`src/rtl/calc_pkg.sv`:
```
// Shared constants for the accumulator calculator: datapath width and ALU op codes.
package calc_pkg;

  localparam int WIDTH = 16;

  // Shift amount is always the low nibble of operand B.
  localparam int SHAMT_W = 4;

  localparam logic [2:0] OP_AND = 3'b000;
  localparam logic [2:0] OP_OR  = 3'b001;
  localparam logic [2:0] OP_ADD = 3'b010;
  localparam logic [2:0] OP_ASR = 3'b011;
  localparam logic [2:0] OP_LSL = 3'b100;
  localparam logic [2:0] OP_SLT = 3'b101;
  localparam logic [2:0] OP_SUB = 3'b110;
  localparam logic [2:0] OP_XOR = 3'b111;

endpackage

```
`src/rtl/calc_alu.sv`:
```
// Purely combinational 8-function ALU: y = f(a, b, op).
// Arithmetic wraps modulo 2^WIDTH; no flags are produced.
module calc_alu
  import calc_pkg::*;
#(
  parameter int W = WIDTH
) (
  input  logic [W-1:0] a,
  input  logic [W-1:0] b,
  input  logic [2:0]   op,
  output logic [W-1:0] y
);

  logic [SHAMT_W-1:0] w_shamt;
  assign w_shamt = b[SHAMT_W-1:0];

  // Select the result for the current op; every path assigns y.
  always_comb begin
    y = '0;
    case (op)
      OP_AND: y = a & b;
      OP_OR:  y = a | b;
      OP_ADD: y = a + b;
      OP_ASR: y = W'($signed(a) >>> w_shamt);
      OP_LSL: y = a << w_shamt;
      OP_SLT: y[0] = ($signed(a) < $signed(b));
      OP_SUB: y = a - b;
      OP_XOR: y = a ^ b;
      default: y = '0;
    endcase
  end

endmodule

```
`src/rtl/calc.sv`:
```
// Accumulator calculator top level: switches feed operand B, the accumulator
// is operand A and drives the LEDs directly. btnd is a level commit enable.
module calc
  import calc_pkg::*;
#(
  parameter int W = WIDTH
) (
  input  logic         clk,
  input  logic         btnu,
  input  logic         btnd,
  input  logic         btnl,
  input  logic         btnc,
  input  logic         btnr,
  input  logic [W-1:0] sw,
  output logic [W-1:0] led
);

  logic [W-1:0] r_acc;
  logic [W-1:0] w_alu_y;
  logic [2:0]   w_op;

  assign w_op = {btnl, btnc, btnr};

  calc_alu #(
    .W(W)
  ) u_alu (
    .a  (r_acc),
    .b  (sw),
    .op (w_op),
    .y  (w_alu_y)
  );

  // Accumulator: async clear on btnu (dominates), load ALU result on every edge with btnd high.
  always_ff @(posedge clk or posedge btnu) begin
    if (btnu) begin
      r_acc <= '0;
    end else if (btnd) begin
      r_acc <= w_alu_y;
    end
  end

  assign led = r_acc;

endmodule

```
`config.mk`:
```
export PLATFORM = sky130hd
export DESIGN_NAME = calc
export DESIGN_NICKNAME = d
export VERILOG_FILES = /design/src/rtl/calc_pkg.sv /design/src/rtl/calc_alu.sv /design/src/rtl/calc.sv
export SDC_FILE = /design/constraint.sdc
export NUM_CORES = 1
export LEC_CHECK = 0
export ABC_AREA = 1
export BUFFER_PORTS_ARGS = -buffer_cell sky130_fd_sc_hd__buf_4
export CAP_MARGIN = 10
export CELL_PAD_IN_SITES_DETAIL_PLACEMENT = 2
export CELL_PAD_IN_SITES_GLOBAL_PLACEMENT = 2
export CORE_ASPECT_RATIO = 1.75
export CORE_MARGIN = 3
export CORE_UTILIZATION = 23
export DETAILED_ROUTE_END_ITERATION = 8
export PLACE_DENSITY = 0.68
export SETUP_SLACK_MARGIN = 0.1
export SKIP_CTS_REPAIR_TIMING = 1
export SYNTH_ARGS = -nofsm -noshare
export SYNTH_HDL_FRONTEND = slang
export SYNTH_SLANG_ARGS = --single-unit
```
`constraint.sdc`:
```
create_clock -name clk -period 3.95 [get_ports clk]
set_input_delay 0.1975 -clock clk [delete_from_list [all_inputs] [get_ports clk]]
set_output_delay 0.1975 -clock clk [all_outputs]
set_load 0.01 [all_outputs]
```
==> implementation parameters, run 1 <==
Parameter                              Value

Yosys
  Dominant register cell in the synthesized netlist    sky130_fd_sc_hd__dfrtp_1
  Yosys warnings    0
  Most numerous cell types in the synthesized netlist    sky130_fd_sc_hd__nand2_1 (323), sky130_fd_sc_hd__nand3_1 (151), sky130_fd_sc_hd__inv_1 (111)
  Async SR Flop Fraction    100%
  Count of distinct cell types in the synthesized netlist    36
  Multiplexer fraction of the synthesized cell area    0%
  Simple logic cell fraction of the synthesized area    53.1%
  Synthesized-area fraction occupied by ao, oa, aoi and oai cells    9.91%
  Number of enable-type register cells in the synthesized netlist    0
  Post-Synth Adder-Cell Area    14.7%
  Dominant combinational cell family by area after synthesis    simple AND/OR/NAND/NOR gates
  Post-synthesis instance total    891
  Synth Area per Inst    5.28 um2
  Mapped cell area    0.00471 mm2
  Net count after synthesis    967
  Cell types occupying the most area after synthesis    sky130_fd_sc_hd__nand2_1 (26%), sky130_fd_sc_hd__nand3_1 (16%), sky130_fd_sc_hd__ha_1 (14%)
  Most common cell in the synthesized netlist    sky130_fd_sc_hd__nand2_1
  Fraction of synthesized cell area in xor and xnor cells    0%
  Flops & latches, synth    16
  Cell taking the most area after synthesis    sky130_fd_sc_hd__nand2_1
  Area fraction of the dominant cell type after synthesis    25.8%
  Sequential cell area fraction in the yosys report    8.50%

STA
  Final hold violation count    0
  Final Max Tran Viols    0
  Final Cycle Share    64.0%
  Setup repair after global routing missed its margin    no
  Minimum clock period    2.53 ns
  Worst Skew    0.00315 ns
  Worst relative slew slack    37.3%
  Maximum frequency from static timing analysis    396 MHz
  Setup violators final    0
  Fin Setup TNS    0 ns
  Worst slew pin tran    0.937 ns

Worst setup path
  Type of destination of the critical path    register
  CP Data Arrival Time    2.69 ns
  Crit path cell chain    inv_1 -> ha_1 -> inv_1 -> nand3_1 -> inv_1 -> a21oi_1 -> nand2_1 -> nand2_1 -> nand2_1 -> nand2_1 -> nand2_1 -> nand2_1 -> nand2_1
  Critical Setup Path Class    register to register
  Worst Path Max Fanout    9
  Kind of launch point of the worst setup path    register
  Delay of the slowest cell on the worst path    0.58 ns
  Required arrival time at the worst endpoint    4.11 ns
  Library cell contributing the largest single delay on the critical path    sky130_fd_sc_hd__dfrtp_1
  Critical Path Most Common Cell    sky130_fd_sc_hd__nand2_1

GRT
  Via count of the first global-routing pass    6362
  Antenna violations before repair    0
  Maximum number of pins on one net before global-route repair    41
  Global-route wire length before repair    37200 um
  Global-route usage over all layers    21.8%
  Overflow left after global routing    0

Clock tree
  Number of buffers added by the clock tree synthesis step    3
  Root Buffer Master    sky130_fd_sc_hd__clkbuf_16
  Clock tree from TritonCTS    built
  H-tree depth    1
  Clk Latency, worst-skew pair    0.27 ns
  Number of buffers on the longest clock path    2
  CTS sink cnt    16
  CTS clk-pin slew, worst paths    0.06 ns

Cells and area
  Final antenna diode count    0
  Layout filler cell count    2664
  Area growth from synthesis to final layout    9.86%
  Area used by sequential logic in the layout    400 um2
  Combined area of the multi-input logic cells    0.00366 mm2
  Final net count    976
  Post-route cell area    0.00517 mm2
  Fraction of final layout cells sized beyond drive strength 1    7.24%
  Number of flip-flops in the largest register    16
  Fin util    26.0%

Floorplan
  Starting Density    23.6%
  Die extent in x    114 um
  Ports    38
  Num rows    68
  DIE AREA    0.0223 mm2
  Core area    0.0199 mm2
  Height of the die    195 um

Route
  Vias/cell    5.17
  DR pass1 iterations    4
  Detailed-route wire length    24400 um
  Via count    5914
  Remaining routing DRC violations    0
  DRC marker count from the first detailed-route iteration    241
  Post-route ant nets    0
  Average routed wire per standard cell    21.4 um

Placed design
  Standard cell area after detailed placement    0.00510 mm2
  Dpl hpwl    20600 um
  Routability congestion estimate from global placement    0.863
  Buffers added on ports    37

Power
  Pwr/cell area    356 mW/mm2
  Overall power    0.00184 W
  Worst voltage drop across the vdd grid    0.120 mV
  LEAKAGE    2.86 nW

Min path
  Path class of the lowest-slack min-delay path    input pin to asynchronous set/reset pin

Run
  Number of max-capacitance violations reported    0

Outcome
  Result of the run    completed
[through the flow]
stage                     hold slack [ns]  instances  worst slack [ns]
after floorplan                     0.111        891              1.99
after global placement              0.401       1140              1.18
after detailed placement            0.401       1140              1.14
after CTS                           0.115       1143              1.34
after global routing                0.139       1143              1.20
final                              0.0889       1143              1.42
[metal layers]
layer	up-vias	part of all wire (%)	global-route usage, %	routed length [um]
met5	-	0	0	0
met4	0	4.6	9.78	1120
met3	49	1.4	0.775	350
met2	85	57	43.5	13900
met1	2920	37	22.8	9030
li1	2860	-	-	-
[cells by family (layout without fill, tap and decap cells)]
logic type,Yosys count,count (layout)
simple gates,587,587
flops,16,16
fa+ha+maj,54,54
buf+inv,151,158
compound gates,83,83
[layout by cell type (no fill, tap or decap), drive strengths merged, types with 2 or more instances in the layout]
cell type / Yosys / final
clkbuf: 4 / 3
dfrtp: 16 / 16
nand3: 151 / 151
nand2: 334 / 334
nor2: 69 / 69
inv: 116 / 116
o211ai: 6 / 6
nor3: 9 / 9
o21bai: 3 / 3
and2: 6 / 6
nand4: 13 / 13
o21ai: 24 / 24
fa: 2 / 2
or2: 4 / 4
buf: 31 / 39
ha: 52 / 52
o22ai: 6 / 6
a21oi: 38 / 38
a31oi: 2 / 2
[layout make-up]
cell class                      instances  share of cell area [%]
Sequential cell                        16                    7.74
Inverter                              116                    8.47
Timing Repair Buffer                   39                    5.66
Multi-Input combinational cell        724                    70.8
Clock buffer                            3                    1.45
Tap cell                              245                    5.93
[path summary, 6_finish.rpt]
check / start / end / slack, ns / depth (start not counted)
worst max register to register: led[15] / led[0] / 1.42 / 13
worst min register to register: led[10] / led[10] / 0.66 / 2
max in group asynchronous: btnu / led[3] / 3.34 / 2
worst min-delay path: btnu / led[13] / 0.09 / 2
worst max-delay path: led[15] / led[0] / 1.42 / 13
min in group clk: btnd / led[3] / 0.30 / 3
[power by group]
| part | switching (W) | internal, W |
|---|---|---|
| Combinational | 0.000902 | 0.000409 |
| Sequential | 0.000107 | 0.000199 |
| Clock | 0.0000899 | 0.000134 |
[worst max-delay path, delay by kind of cell, from the launching register on]
family,cells,cell delay (ns)
AOI/OAI and AO/OA,1,0.33
adders and majority gates,1,0.41
buffers and inverters,3,0.43
DFF,1,0.58
and+or+nand+nor,8,0.65
Note: power is estimated with default switching activity, not from simulation.
==> inputs of run 2 (changes only) <==
- ABC_AREA: 1 -> 0
- PLACE_DENSITY: 0.68 -> 0.62
- clock period: 3.95 -> 2.4 ns (I/O delays scaled with it)
==> run 2 against run 1 <==
Effect of this change: the run now ends with negative setup slack left; synthesized cell count shrank 30%; hold slack worse by 0.040 ns; final area is 25% higher; non-clock buffer count is 134 higher; first-iteration DRC count up 32%; clock-buffer cell count rose by 1; clock skew hardly changed; sequential cell count unchanged; area after synthesis fell by 8.3%; via count down 5.5%; largest power group unchanged; highest routed layer unchanged.
==> implementation parameters, run 2 <==
Parameter                              Value

STA
  Minimum clock period    2.63 ns
  Final hold violation count    0
  Final Cycle Share    109%
  Setup repair after global routing missed its margin    yes
  Worst relative slew slack    39.5%
  Final Max Tran Viols    0
  Least setup slack across all paths after layout    -0.228 ns
  Fin Setup TNS    -0.951 ns
  Maximum frequency from static timing analysis    381 MHz
  Worst Skew    0.00282 ns
  Worst slew pin tran    0.906 ns
  Setup violators final    7

GRT
  Overflow left after global routing    0
  Global-route usage over all layers    24.3%
  Global-route wire length before repair    37700 um
  Antenna violations before repair    0
  Via count of the first global-routing pass    6270
  Maximum number of pins on one net before global-route repair    41

Cells and area
  Final net count    835
  Post-route cell area    0.00646 mm2
  Final antenna diode count    0
  Number of flip-flops in the largest register    16
  Area growth from synthesis to final layout    49.7%
  Fraction of final layout cells sized beyond drive strength 1    39.7%
  Most frequent cells in the layout    sky130_fd_sc_hd__buf_4 (164), sky130_fd_sc_hd__nor2_1 (58), sky130_fd_sc_hd__a21oi_1 (51)
  Most common library cell in the layout ignoring fill and taps    sky130_fd_sc_hd__buf_4

Placed design
  Routability congestion estimate from global placement    0.935
  Buffers added on ports    37
  Standard cell area after detailed placement    0.00577 mm2
  Dpl hpwl    20300 um

Yosys
  Sequential cell area fraction in the yosys report    9.27%
  Async SR Flop Fraction    100%
  Most numerous cell types in the synthesized netlist    sky130_fd_sc_hd__a21oi_1 (68), sky130_fd_sc_hd__nor2_1 (61), sky130_fd_sc_hd__o21ai_0 (55)
  Dominant register cell in the synthesized netlist    sky130_fd_sc_hd__dfrtp_1
  Synth Area per Inst    6.94 um2
  Area fraction of the dominant cell type after synthesis    15.1%
  Flops & latches, synth    16
  Count of distinct cell types in the synthesized netlist    58
  Post-synthesis instance total    622
  Mapped cell area    0.00432 mm2
  Net count after synthesis    698
  Most common cell in the synthesized netlist    sky130_fd_sc_hd__a21oi_1
  Yosys warnings    0
  Cell types occupying the most area after synthesis    sky130_fd_sc_hd__ha_1 (15%), sky130_fd_sc_hd__dfrtp_1 (9.3%), sky130_fd_sc_hd__a21oi_1 (7.9%)
  Number of enable-type register cells in the synthesized netlist    0
  Cell taking the most area after synthesis    sky130_fd_sc_hd__ha_1

Floorplan
  Starting Density    23.7%
  Core area    0.0182 mm2
  Die extent in x    110 um
  Num rows    65
  DIE AREA    0.0205 mm2
  Height of the die    187 um
  Ports    38

Worst setup path
  Crit path cell chain    inv_2 -> ha_4 -> inv_2 -> fa_2 -> a21oi_4 -> o41ai_4 -> buf_4 -> a21oi_2 -> o21bai_2 -> o221a_2 -> o21a_1 -> a21oi_2
  Worst Path Max Fanout    3
  Number of buffer and inverter stages on the critical path    3
  CP Data Arrival Time    2.82 ns
  Critical Setup Path Class    register to register
  Reg2reg end    led[8]
  Delay of the slowest cell on the worst path    0.44 ns
  Kind of cell adding the most delay to the critical path    compound AO/OA/AOI/OAI gates
  Startpoint of the worst register-to-register path    led[0]
  Slack of the worst reg-to-reg path    -0.23 ns
  Type of destination of the critical path    register
  Cell count of the worst reg-to-reg path    12
  Library cell contributing the largest single delay on the critical path    sky130_fd_sc_hd__dfrtp_2
  Total stage count of the critical path    12
  Kind of launch point of the worst setup path    register
  Required arrival time at the worst endpoint    2.59 ns

Outcome
  Result of the run    complete, but fails checks
  Failing checks    negative setup slack

Clock tree
  Clock tree from TritonCTS    built
  H-tree depth    1
  CTS clk-pin slew, worst paths    0.07 ns
  Clk Latency, worst-skew pair    0.27 ns
  CTS sink cnt    16
  Number of buffers added by the clock tree synthesis step    3
  Number of buffers on the longest clock path    2
  Root Buffer Master    sky130_fd_sc_hd__clkbuf_16

Route
  Via count    5589
  Remaining routing DRC violations    0
  DRC marker count from the first detailed-route iteration    317
  Wire length on met2    13500 um
  Met3 wirelength from detailed routing    741 um
  Average routed wire per standard cell    25.5 um
  Post-route ant nets    0
  Vias/cell    5.63
  Routed length on met1    8950 um
  Detailed-route wire length    25300 um
  Top layer in use    met4
  DR pass1 iterations    4

Power
  LEAKAGE    2.77 nW
  Pwr/cell area    767 mW/mm2
  Worst voltage drop across the vdd grid    0.365 mV

Min path
  Path class of the lowest-slack min-delay path    input pin to asynchronous set/reset pin

Run
  Number of max-capacitance violations reported    0
[run 2: cell count changes after synthesis, sizes merged, moves of 22 or more]
cell	delta
nand2	-286
inv	-62
nand3	-144
a211oi	+26
clkbuf	+22
a21oi	+30
o21ai	+31
mux2i	+25
[run 2: kinds of logic after synthesis]
group,share of synthesized area [%]
AO/OA/AOI/OAI,35.1
AND/OR/NAND/NOR,19.4
XOR/XNOR,0.811
multiplexers,10.6
buffers and inverters,8.89
adder cells (fa/ha/maj),16.0
flip-flops,9.27
[run 2: per-layer routing]
layer	vias up	track usage, %
met5	-	0
met4	0	18.9
met3	82	2.38
met2	143	42.9
met1	2803	25.4
li1	2561	-
[run 2: worst max-delay path by stage]
stage / from / endpoint / slack, ns
after floorplan: led[0] / led[12] / -0.02
after global placement: led[1] / led[14] / -0.27
after detailed placement: led[5] / led[14] / -0.37
after CTS: led[5] / led[14] / -0.38
after global routing: led[0] / led[8] / -0.35
final: led[0] / led[8] / -0.23
[run 2: report_power, final]
part | internal [W] | leakage [nW] | total [W] | switching (W)
sequential | 0.000353 | 0.182 | 0.000478 | 0.000124
clock | 0.000256 | 0.0442 | 0.000413 | 0.000157
combinational | 0.00178 | 2.55 | 0.00407 | 0.00229
[run 2: cell type report]
type / instances / area [um2]
repair buffers: 173 / 1330
well taps: 234 / 293
inverters: 56 / 218
fillers: 2148 / 11800
flip-flops and latches: 16 / 415
multi-input cells: 509 / 4120
clock buffers: 4 / 88.8
[run 2: through the flow]
step	power [W]	hold WS [ns]	std cells	setup WS [ns]	utilization, %
2_1_floorplan	0.00227	0.0330	622	-0.0175	-
3_3_place_gp	0.00382	0.371	976	-0.274	31.7
3_5_place_dp	0.00395	0.360	976	-0.366	31.7
4_1_cts	0.00439	0.0728	980	-0.384	32.2
5_1_grt	0.00529	0.0828	992	-0.346	35.5
6_report	0.00496	0.0488	992	-0.228	35.5
